--- config.mk ---
export PLATFORM = sky130hd
export DESIGN_NAME = divider_taint_track
export DESIGN_NICKNAME = d
export VERILOG_FILES = /design/src/rtl/divider_taint_pkg.sv /design/src/rtl/divider_taint_datapath.sv /design/src/rtl/divider_taint_track.sv
export SDC_FILE = /design/constraint.sdc
export NUM_CORES = 1
export LEC_CHECK = 0
export BUFFER_PORTS_ARGS = -buffer_cell sky130_fd_sc_hd__clkbuf_2
export CAP_MARGIN = 40
export CORE_MARGIN = 3
export CORE_UTILIZATION = 46
export CTS_CLUSTER_SIZE = 8
export DETAILED_ROUTE_END_ITERATION = 7
export GPL_TIMING_DRIVEN = 0
export HOLD_SLACK_MARGIN = 0.15
export PLACE_DENSITY = 0.7
export SLEW_MARGIN = 20
export SYNTH_ARGS = -nofsm -noshare
export SYNTH_HDL_FRONTEND = slang
export SYNTH_SLANG_ARGS = --single-unit
--- constraint.sdc ---
create_clock -name clk -period 2.1 [get_ports clk]
set_input_delay 0.105 -clock clk [delete_from_list [all_inputs] [get_ports clk]]
set_output_delay 0.105 -clock clk [all_outputs]
set_load 0.01 [all_outputs]
--- src/rtl/divider_taint_pkg.sv ---
// ----------------------------------------------------------------------------
// divider_taint_pkg : shared state encoding and sizing helpers for the
//                     taint-tracked restoring divider.   rev 1.0
// ----------------------------------------------------------------------------
`default_nettype none

package divider_taint_pkg;

  localparam int STATE_WIDTH = 2;

  typedef enum logic [STATE_WIDTH-1:0] {
    ST_IDLE = 2'd0,
    ST_LOAD = 2'd1,
    ST_ITER = 2'd2,
    ST_DONE = 2'd3
  } state_e;

  // Iteration counter width; never below one bit.
  function automatic int cnt_width(input int width);
    return (width > 1) ? $clog2(width) : 1;
  endfunction

endpackage

`default_nettype wire

--- src/rtl/divider_taint_datapath.sv ---
// ----------------------------------------------------------------------------
// divider_taint_datapath : dividend/divisor/remainder/quotient registers, the
//                          restoring subtract step and their taint shadows. rev 1.0
// ----------------------------------------------------------------------------
`default_nettype none

module divider_taint_datapath
  import divider_taint_pkg::*;
#(
  parameter int WIDTH = 4
) (
  input  logic             clk,
  input  logic             rst_n,
  input  logic             load,
  input  logic             iter,
  input  logic             zero_load,
  input  logic [WIDTH-1:0] dividend,
  input  logic [WIDTH-1:0] dividend_t,
  input  logic [WIDTH-1:0] divisor,
  input  logic [WIDTH-1:0] divisor_t,
  output logic [WIDTH-1:0] quotient,
  output logic [WIDTH-1:0] quotient_t,
  output logic [WIDTH-1:0] remainder,
  output logic [WIDTH-1:0] remainder_t
);

  logic [WIDTH-1:0] dvd_q, dvd_d, dvd_t_q, dvd_t_d;
  logic [WIDTH-1:0] dvs_q, dvs_d, dvs_t_q, dvs_t_d;
  logic [WIDTH-1:0] rem_q, rem_d, rem_t_q, rem_t_d;
  logic [WIDTH-1:0] quo_q, quo_d, quo_t_q, quo_t_d;

  logic [WIDTH-1:0] sh, sh_t, diff;
  logic             ge, cmp_t;

  always_comb begin
    sh    = {rem_q[WIDTH-2:0], dvd_q[WIDTH-1]};
    sh_t  = {rem_t_q[WIDTH-2:0], dvd_t_q[WIDTH-1]};
    ge    = (sh >= dvs_q);
    diff  = sh - dvs_q;
    // The compare outcome depends on every bit of both operands.
    cmp_t = (|sh_t) | (|dvs_t_q);

    dvd_d   = dvd_q;
    dvd_t_d = dvd_t_q;
    dvs_d   = dvs_q;
    dvs_t_d = dvs_t_q;
    rem_d   = rem_q;
    rem_t_d = rem_t_q;
    quo_d   = quo_q;
    quo_t_d = quo_t_q;

    if (load) begin
      dvd_d   = dividend;
      dvd_t_d = dividend_t;
      dvs_d   = divisor;
      dvs_t_d = divisor_t;
      rem_d   = '0;
      rem_t_d = '0;
      quo_d   = '0;
      quo_t_d = '0;
      if (zero_load) begin
        quo_d   = '1;
        quo_t_d = '1;
        rem_d   = dividend;
        rem_t_d = '1;
      end
    end else if (iter) begin
      dvd_d   = {dvd_q[WIDTH-2:0], 1'b0};
      dvd_t_d = {dvd_t_q[WIDTH-2:0], 1'b0};
      rem_d   = ge ? diff : sh;
      rem_t_d = {WIDTH{cmp_t}};
      quo_d   = {quo_q[WIDTH-2:0], ge};
      quo_t_d = {quo_t_q[WIDTH-2:0], cmp_t};
    end
  end

  always_ff @(posedge clk or negedge rst_n) begin
    if (!rst_n) begin
      dvd_q   <= '0;
      dvd_t_q <= '0;
      dvs_q   <= '0;
      dvs_t_q <= '0;
      rem_q   <= '0;
      rem_t_q <= '0;
      quo_q   <= '0;
      quo_t_q <= '0;
    end else begin
      dvd_q   <= dvd_d;
      dvd_t_q <= dvd_t_d;
      dvs_q   <= dvs_d;
      dvs_t_q <= dvs_t_d;
      rem_q   <= rem_d;
      rem_t_q <= rem_t_d;
      quo_q   <= quo_d;
      quo_t_q <= quo_t_d;
    end
  end

  assign quotient    = quo_q;
  assign quotient_t  = quo_t_q;
  assign remainder   = rem_q;
  assign remainder_t = rem_t_q;

endmodule

`default_nettype wire

--- src/rtl/divider_taint_track.sv ---
// ----------------------------------------------------------------------------
// divider_taint_track : sequential restoring divider with conservative taint
//                       tracking; optional divide-by-zero shortcut under
//                       DIVIDER_ZERO_CHECK_EN.   rev 1.0
// ----------------------------------------------------------------------------
`default_nettype none

module divider_taint_track
  import divider_taint_pkg::*;
#(
  parameter int WIDTH = 4
) (
  input  logic             clk,
  input  logic             rst_n,
  input  logic             start,
  input  logic             start_t,
  input  logic [WIDTH-1:0] dividend,
  input  logic [WIDTH-1:0] dividend_t,
  input  logic [WIDTH-1:0] divisor,
  input  logic [WIDTH-1:0] divisor_t,
  output logic [WIDTH-1:0] quotient,
  output logic [WIDTH-1:0] quotient_t,
  output logic [WIDTH-1:0] remainder,
  output logic [WIDTH-1:0] remainder_t,
  output logic             busy,
  output logic             busy_t,
  output logic             done,
  output logic             done_t
`ifdef DIVIDER_ZERO_CHECK_EN
  ,
  output logic             div_by_zero,
  output logic             div_by_zero_t
`endif
);

  localparam int CNT_W = cnt_width(WIDTH);
  localparam logic [CNT_W-1:0] LAST_CNT = CNT_W'(WIDTH - 1);

  state_e           state_q, state_d;
  logic [CNT_W-1:0] cnt_q, cnt_d;
  logic             state_t_q, state_t_d;
  logic             busy_q, busy_d;
  logic             done_q, done_d;
  logic             dz_q, dz_d;
  logic             load, iter, zero_load;

  always_comb begin
    state_d   = state_q;
    cnt_d     = cnt_q;
    state_t_d = state_t_q;
    busy_d    = busy_q;
    done_d    = 1'b0;
    dz_d      = 1'b0;
    load      = 1'b0;
    iter      = 1'b0;
    zero_load = 1'b0;

    case (state_q)
      ST_IDLE: begin
        state_t_d = 1'b0;
        if (start) begin
          state_d   = ST_LOAD;
          busy_d    = 1'b1;
          state_t_d = start_t;
        end
      end
      ST_LOAD: begin
        load    = 1'b1;
        cnt_d   = '0;
        state_d = ST_ITER;
`ifdef DIVIDER_ZERO_CHECK_EN
        // The branch taken depends on the divisor value, so its taint reaches control.
        state_t_d = state_t_q | (|divisor_t);
        if (divisor == '0) begin
          zero_load = 1'b1;
          state_d   = ST_DONE;
          busy_d    = 1'b0;
          done_d    = 1'b1;
          dz_d      = 1'b1;
        end
`endif
      end
      ST_ITER: begin
        iter  = 1'b1;
        cnt_d = cnt_q + 1'b1;
        if (cnt_q == LAST_CNT) begin
          cnt_d   = '0;
          state_d = ST_DONE;
          busy_d  = 1'b0;
          done_d  = 1'b1;
        end
      end
      default: begin
        state_d   = ST_IDLE;
        state_t_d = 1'b0;
        busy_d    = 1'b0;
      end
    endcase
  end

  always_ff @(posedge clk or negedge rst_n) begin
    if (!rst_n) begin
      state_q   <= ST_IDLE;
      cnt_q     <= '0;
      state_t_q <= 1'b0;
      busy_q    <= 1'b0;
      done_q    <= 1'b0;
      dz_q      <= 1'b0;
    end else begin
      state_q   <= state_d;
      cnt_q     <= cnt_d;
      state_t_q <= state_t_d;
      busy_q    <= busy_d;
      done_q    <= done_d;
      dz_q      <= dz_d;
    end
  end

  divider_taint_datapath #(
    .WIDTH(WIDTH)
  ) u_datapath (
    .clk        (clk),
    .rst_n      (rst_n),
    .load       (load),
    .iter       (iter),
    .zero_load  (zero_load),
    .dividend   (dividend),
    .dividend_t (dividend_t),
    .divisor    (divisor),
    .divisor_t  (divisor_t),
    .quotient   (quotient),
    .quotient_t (quotient_t),
    .remainder  (remainder),
    .remainder_t(remainder_t)
  );

  assign busy   = busy_q;
  assign busy_t = state_t_q;
  assign done   = done_q;
  assign done_t = state_t_q;

`ifdef DIVIDER_ZERO_CHECK_EN
  assign div_by_zero   = dz_q;
  assign div_by_zero_t = state_t_q;
`else
  logic unused_dz;
  assign unused_dz = dz_q;
`endif

endmodule

`default_nettype wire

Word-level counts from Yosys, hierarchy flattened
Index checks and enable logic that the tools add are counted.
{"block": "op_classes", "add_sub_neg": 2, "n_mul": 0, "n_div": 0, "n_lt_le_gt_ge": 1, "eq_ne": 5, "n_shift": 0, "mux": 27, "bitwise": 2, "reduce_logical": 8}
{"cell": "4-bit 2-to-1 mux", "count": 13}
{"cell": "4-bit OR reduction", "count": 2}
{"cell": "1-bit 2-to-1 mux", "count": 7}
{"cell": "2-bit 2-to-1 mux", "count": 3}
{"cell": "2-bit one-hot mux with 3 select lines", "count": 1}
{"cell": "2-bit equality test (second input constant)", "count": 2}
{"cell": "4-bit >= comparator", "count": 1}
{"cell": "2-bit inequality test (second input constant)", "count": 2}
{"cell": "2-bit one-hot mux with 2 select lines", "count": 1}
{"cell": "2-bit nonzero test", "count": 2}
{"cell": "4-bit subtractor", "count": 1}
{"cell": "1-bit one-hot mux with 3 select lines", "count": 1}
{"cell": "3-bit AND reduction", "count": 1}
{"cell": "2-bit by 1-bit adder with 2-bit output (second input constant)", "count": 1}
{"cell": "2-bit by 1-bit equality test with 1-bit output (second input constant)", "count": 1}
{"cell": "2-bit zero test", "count": 1}
{"cell": "1-bit one-hot mux with 2 select lines", "count": 1}
{"cell": "2-bit AND reduction", "count": 1}
{"cell": "2-bit OR reduction", "count": 1}
{"cell": "1-bit inverter", "count": 1}
{"cell": "1-bit OR", "count": 1}
{"block": "word_totals", "regBits": 39, "latchBits": 0, "ram_bits": 0, "romBits": 0, "inputBits": 20, "output_inout_bits": 20, "word_cells": 58, "n_memories": 0}

Depth between registers and ports, before layout
{"block": "logic_depth", "word_depth": 4, "mapped_depth": 7, "depth_no_buf": 7}

Cells and area by module
Synthesis repeated with hierarchy kept, for this count alone.
{"block": "hier_totals", "cells_unflattened": 177, "hier_area_um2": 1888.1}
{"mod": "divider_taint_datapath", "n_inst": 1, "cells_per_inst": 140, "area_each_um2": 1490.2, "seq_area_each_um2": 700.7}
{"mod": "divider_taint_track", "n_inst": 1, "cells_per_inst": 37, "area_each_um2": 397.9, "seq_area_each_um2": 175.2}

Worst setup path after synthesis
No wires, ideal clock.
{"block": "synth_path", "path_type": "flip-flop to flip-flop", "from": "register u_datapath.dvs_q[0]", "to": "register u_datapath.rem_q[0] (netlist: u_datapath.remainder[0])", "setup_time_ps": 82, "t_arrival_ps": 1770, "t_required_ps": 2018, "slack_ps": 247, "stages_incl_launch_ff": 7, "path_buffers": 0, "synth_period_minus_slack_ps": 1853, "path_cell_list": "dfrtp_1 ha_1 fa_1 a21boi_2 o21ai_2 mux2_2 o22ai_1"}
{"block": "synth_via", "elab_chain_len": 4, "word_cells_on_any_way": 5, "classes_between": "add/sub: 1; order compare: 1; mux: 3"}
{"item": "from (decl)", "line": "divider_taint_datapath.sv:28", "text": "logic [WIDTH-1:0] dvs_q, dvs_d, dvs_t_q, dvs_t_d;"}
{"item": "from (signal assigned)", "line": "divider_taint_datapath.sv:90", "text": "dvs_q <= dvs_d;"}
{"item": "4-bit subtractor or 4-bit >= comparator (tied branches)", "line": "divider_taint_datapath.sv:39, divider_taint_datapath.sv:38"}
{"item": "4-bit 2-to-1 mux *", "line": "divider_taint_datapath.sv:70", "text": "rem_d = ge ? diff : sh;"}
{"item": "4-bit 2-to-1 mux *", "line": "divider_taint_datapath.sv:67", "text": "end else if (iter) begin"}
{"item": "4-bit 2-to-1 mux *", "line": "divider_taint_datapath.sv:52", "text": "if (load) begin"}
{"item": "to (signal assigned)", "line": "divider_taint_datapath.sv:92", "text": "rem_q <= rem_d;"}
{"item": "to (decl)", "line": "divider_taint_datapath.sv:29", "text": "logic [WIDTH-1:0] rem_q, rem_d, rem_t_q, rem_t_d;"}
Every way passes the cells marked *; elsewhere a longest branch is shown, timed or not. The select of a mux whose other input is x is not followed.
A chain may end at the register's enable or synchronous reset.

Final worst setup path
Same ends and word-level chain as after synthesis.

==> flow_summary.ini <==
[run_status]
status = finished, final reports clean

[cells_and_area]
layout_common_cells = clkbuf_2, dfrtp_1, dlygate4sd3_1
antenna_cells = 0
nets = 262
synthToLayoutAreaGrowth_pct = 34.1
layout-drive-gt1-share_pct = 27.0
final_common_cell = clkbuf_2

[synthesis]
ys.flop_type = dfrtp_1
ys_seq_area_share_pct = 51.5
synth.area.top_cells = dfrtp_1, ha_1, mux2i_1, o21ai_0, mux2_2
synthCells = 165
avgSynthCellArea_um2 = 10.3
synth_cell_types = 27
synth_warnings = 0
yosysTopAreaCell = dfrtp_1
synthArstFlopShare_pct = 100
synth_edf_count = 0
synthDominantCellAreaShare_pct = 51.5
ys_ff_latch = 35
netlist_area_um2 = 1700
synth_nets = 195

[drt]
drtAntennaViolNets = 0
dr.pass1.iters = 4
wl_um = 3520
first_iter_violations = 79
drcViolationCount = 0
via_per_inst = 5.03
via_count = 1402
wl_per_cell_um = 12.6

[sta]
rsz0062_at_grt = false
tightest_slew_ns = 0.497
fin_skew_ns = 0.00405
setup_ws_ns = 0.134
slew_headroom_pct = 66.8
max_freq_ghz = 0.509
slew_viol_final = 0
fin_crit_ns = 1.97
setup_viol = 0
finalSetupTns_ns = 0
hold_viol_final = 0
post-route-period-util_pct = 93.6

[floorplanning]
io_pins = 40
die_w_um = 66.8
fp-row-count = 21
fp.dieH_um = 66.8
core_region_area_um2 = 3440
die_area_um2 = 4460
start_util_pct = 49.4

[worst_setup_path]
crit_path_cell_trace = ha_1 > fa_1 > a21boi_2 > o21ai_4 > mux2_2 > o22ai_1
critPathTopFamily = adder cells
critPathArrivalTime_ns = 2.17
start_kind = register
cp_slowest_cell = fa_1
crit_type = reg2reg
critPathMaxFanout = 5
endpoint_kind = register
cp_slowest_stage_delay_ns = 0.41
required_ns = 2.30
critPathBufInv = 0

[placement]
port_buffers = 39
dpl_worst_slack_ns = 0.0922
place.gp.congestion = 0.842
detailed_place_hpwl_um = 2500

[global_routing]
grt_overflow = 0
first_global_vias = 1414
grt_max_degree = 31
track_usage_pct = 18.2
antenna_found_initial = 0
grt_pass1_wl_um = 6070

[job]
drv_cap = 0

[cts]
cts-buffers-inserted = 5
clockRootBuffer = clkbuf_8
clk_pin_slew_worst_paths_ns = 0.07
clk_latency_ns = 0.28
tritoncts = done
htreeDepth = 2
post_cts_buffers = 0
cts.path.max_buffers = 2
numClockSinks = 35

[power_and_ir_drop]
powerDensity_nw_per_um2 = 1570
cellLeakagePower_uw = 0.00110
vdd_ir_drop_max_uv = 687
p_total_uw = 3590

[min_path]
holdCritPathClass = in2async
## cell families (layout without fill, tap and decap cells)
logic type	Yosys count	count (layout)	synth area share (%)
multiplexers	14	14	8.68
flip-flops	35	35	51.5
AO/OA/AOI/OAI	37	37	13.0
buffers and inverters	29	97	7.87
adder cells (fa/ha/maj)	10	10	7.79
AND/OR/NAND/NOR	38	38	10.1
XOR/XNOR	2	2	1.03
## power breakdown
part | switching, µW | internal [µW] | leakage [µW]
registers | 188 | 991 | 0.000433
logic | 1040 | 843 | 0.000620
clock network | 232 | 299 | 0.0000515
total | 1460 | 2130 | 0.00110
## cell type report
cell class	count	area (µm²)
Tap cell	46	57.6
Inverter	17	63.8
Fill cell	282	1160
Timing Repair Buffer	60	415
Clock buffer	8	100
Sequential cell	35	876
Multi-Input combinational cell	101	699
Buffer	12	70.1
## routing by layer
| metal | wire [µm] | GRT usage, % |
|---|---|---|
| met1 | 1560 | 22.6 |
| met2 | 1710 | 30.3 |
| met3 | 187 | 4.22 |
| met4 | 59 | 7.36 |
| met5 | 0 | 0 |
## registers in the layout, indices dropped and copies added (netlist names)
register and count:
busy 1, busy_t 1, cnt_q 2, done 1, state_q 2, u_datapath.dvd_q 4
u_datapath.dvd_t_q 4, u_datapath.dvs_q 4, u_datapath.dvs_t_q 4, u_datapath.quotient 4, u_datapath.quotient_t 4, u_datapath.remainder 4
## Yosys cell counts, types with 2 or more instances
library cell and instances:
dfrtp_1 35, inv_1 17, o21ai_0 15, nand2_1 14, a21oi_1 11, nor2_1 10
ha_1 9, mux2i_1 8, buf_4 6, mux2_2 6, nand3_1 5, clkbuf_1 4
nand3b_1 3, nor2b_1 3, a22o_1 2, buf_2 2, nor3_1 2, o22ai_1 2
o31ai_1 2, xnor2_1 2
## path summary, 6_finish.rpt
| check | startpoint | end | slack, ns | cells after the start |
|---|---|---|---|---|
| worst max-delay path | u_datapath.dvs_q[0]$_DFFE_PN0P_ | u_datapath.remainder[0]$_DFFE_PN0P_ | 0.13 | 6 |
| worst min-delay path | rst_n | busy$_DFFE_PN0P_ | 0.19 | 2 |
| worst max register to register | u_datapath.dvs_q[0]$_DFFE_PN0P_ | u_datapath.remainder[0]$_DFFE_PN0P_ | 0.13 | 6 |
| worst min register to register | u_datapath.quotient[3]$_DFFE_PN0P_ | u_datapath.quotient[3]$_DFFE_PN0P_ | 0.48 | 2 |
| max in group asynchronous | rst_n | u_datapath.dvs_t_q[2]$_DFFE_PN0P_ | 1.51 | 3 |
| min in group clk | u_datapath.quotient[3]$_DFFE_PN0P_ | u_datapath.quotient[3]$_DFFE_PN0P_ | 0.48 | 2 |
## per-stage QoR
stage	util (%)	instance area, µm²	std cells	hold WS, ns
final	66.3	2280	279	0.191
after global routing	66.3	2280	279	0.210
after CTS	66.1	2270	279	0.192
after detailed placement	57.4	1970	251	-0.0450
after global placement	56.8	1950	250	0.242
after floorplan	-	1700	165	-0.191
## timing repair
action / CTS / global route
hold buffers: 20 / 0
resized for setup: 0 / 1
hold endpoints to repair: 53 / 0
endpoints found under the setup margin: 0 / 1
Note: power is estimated with default switching activity, not from simulation.
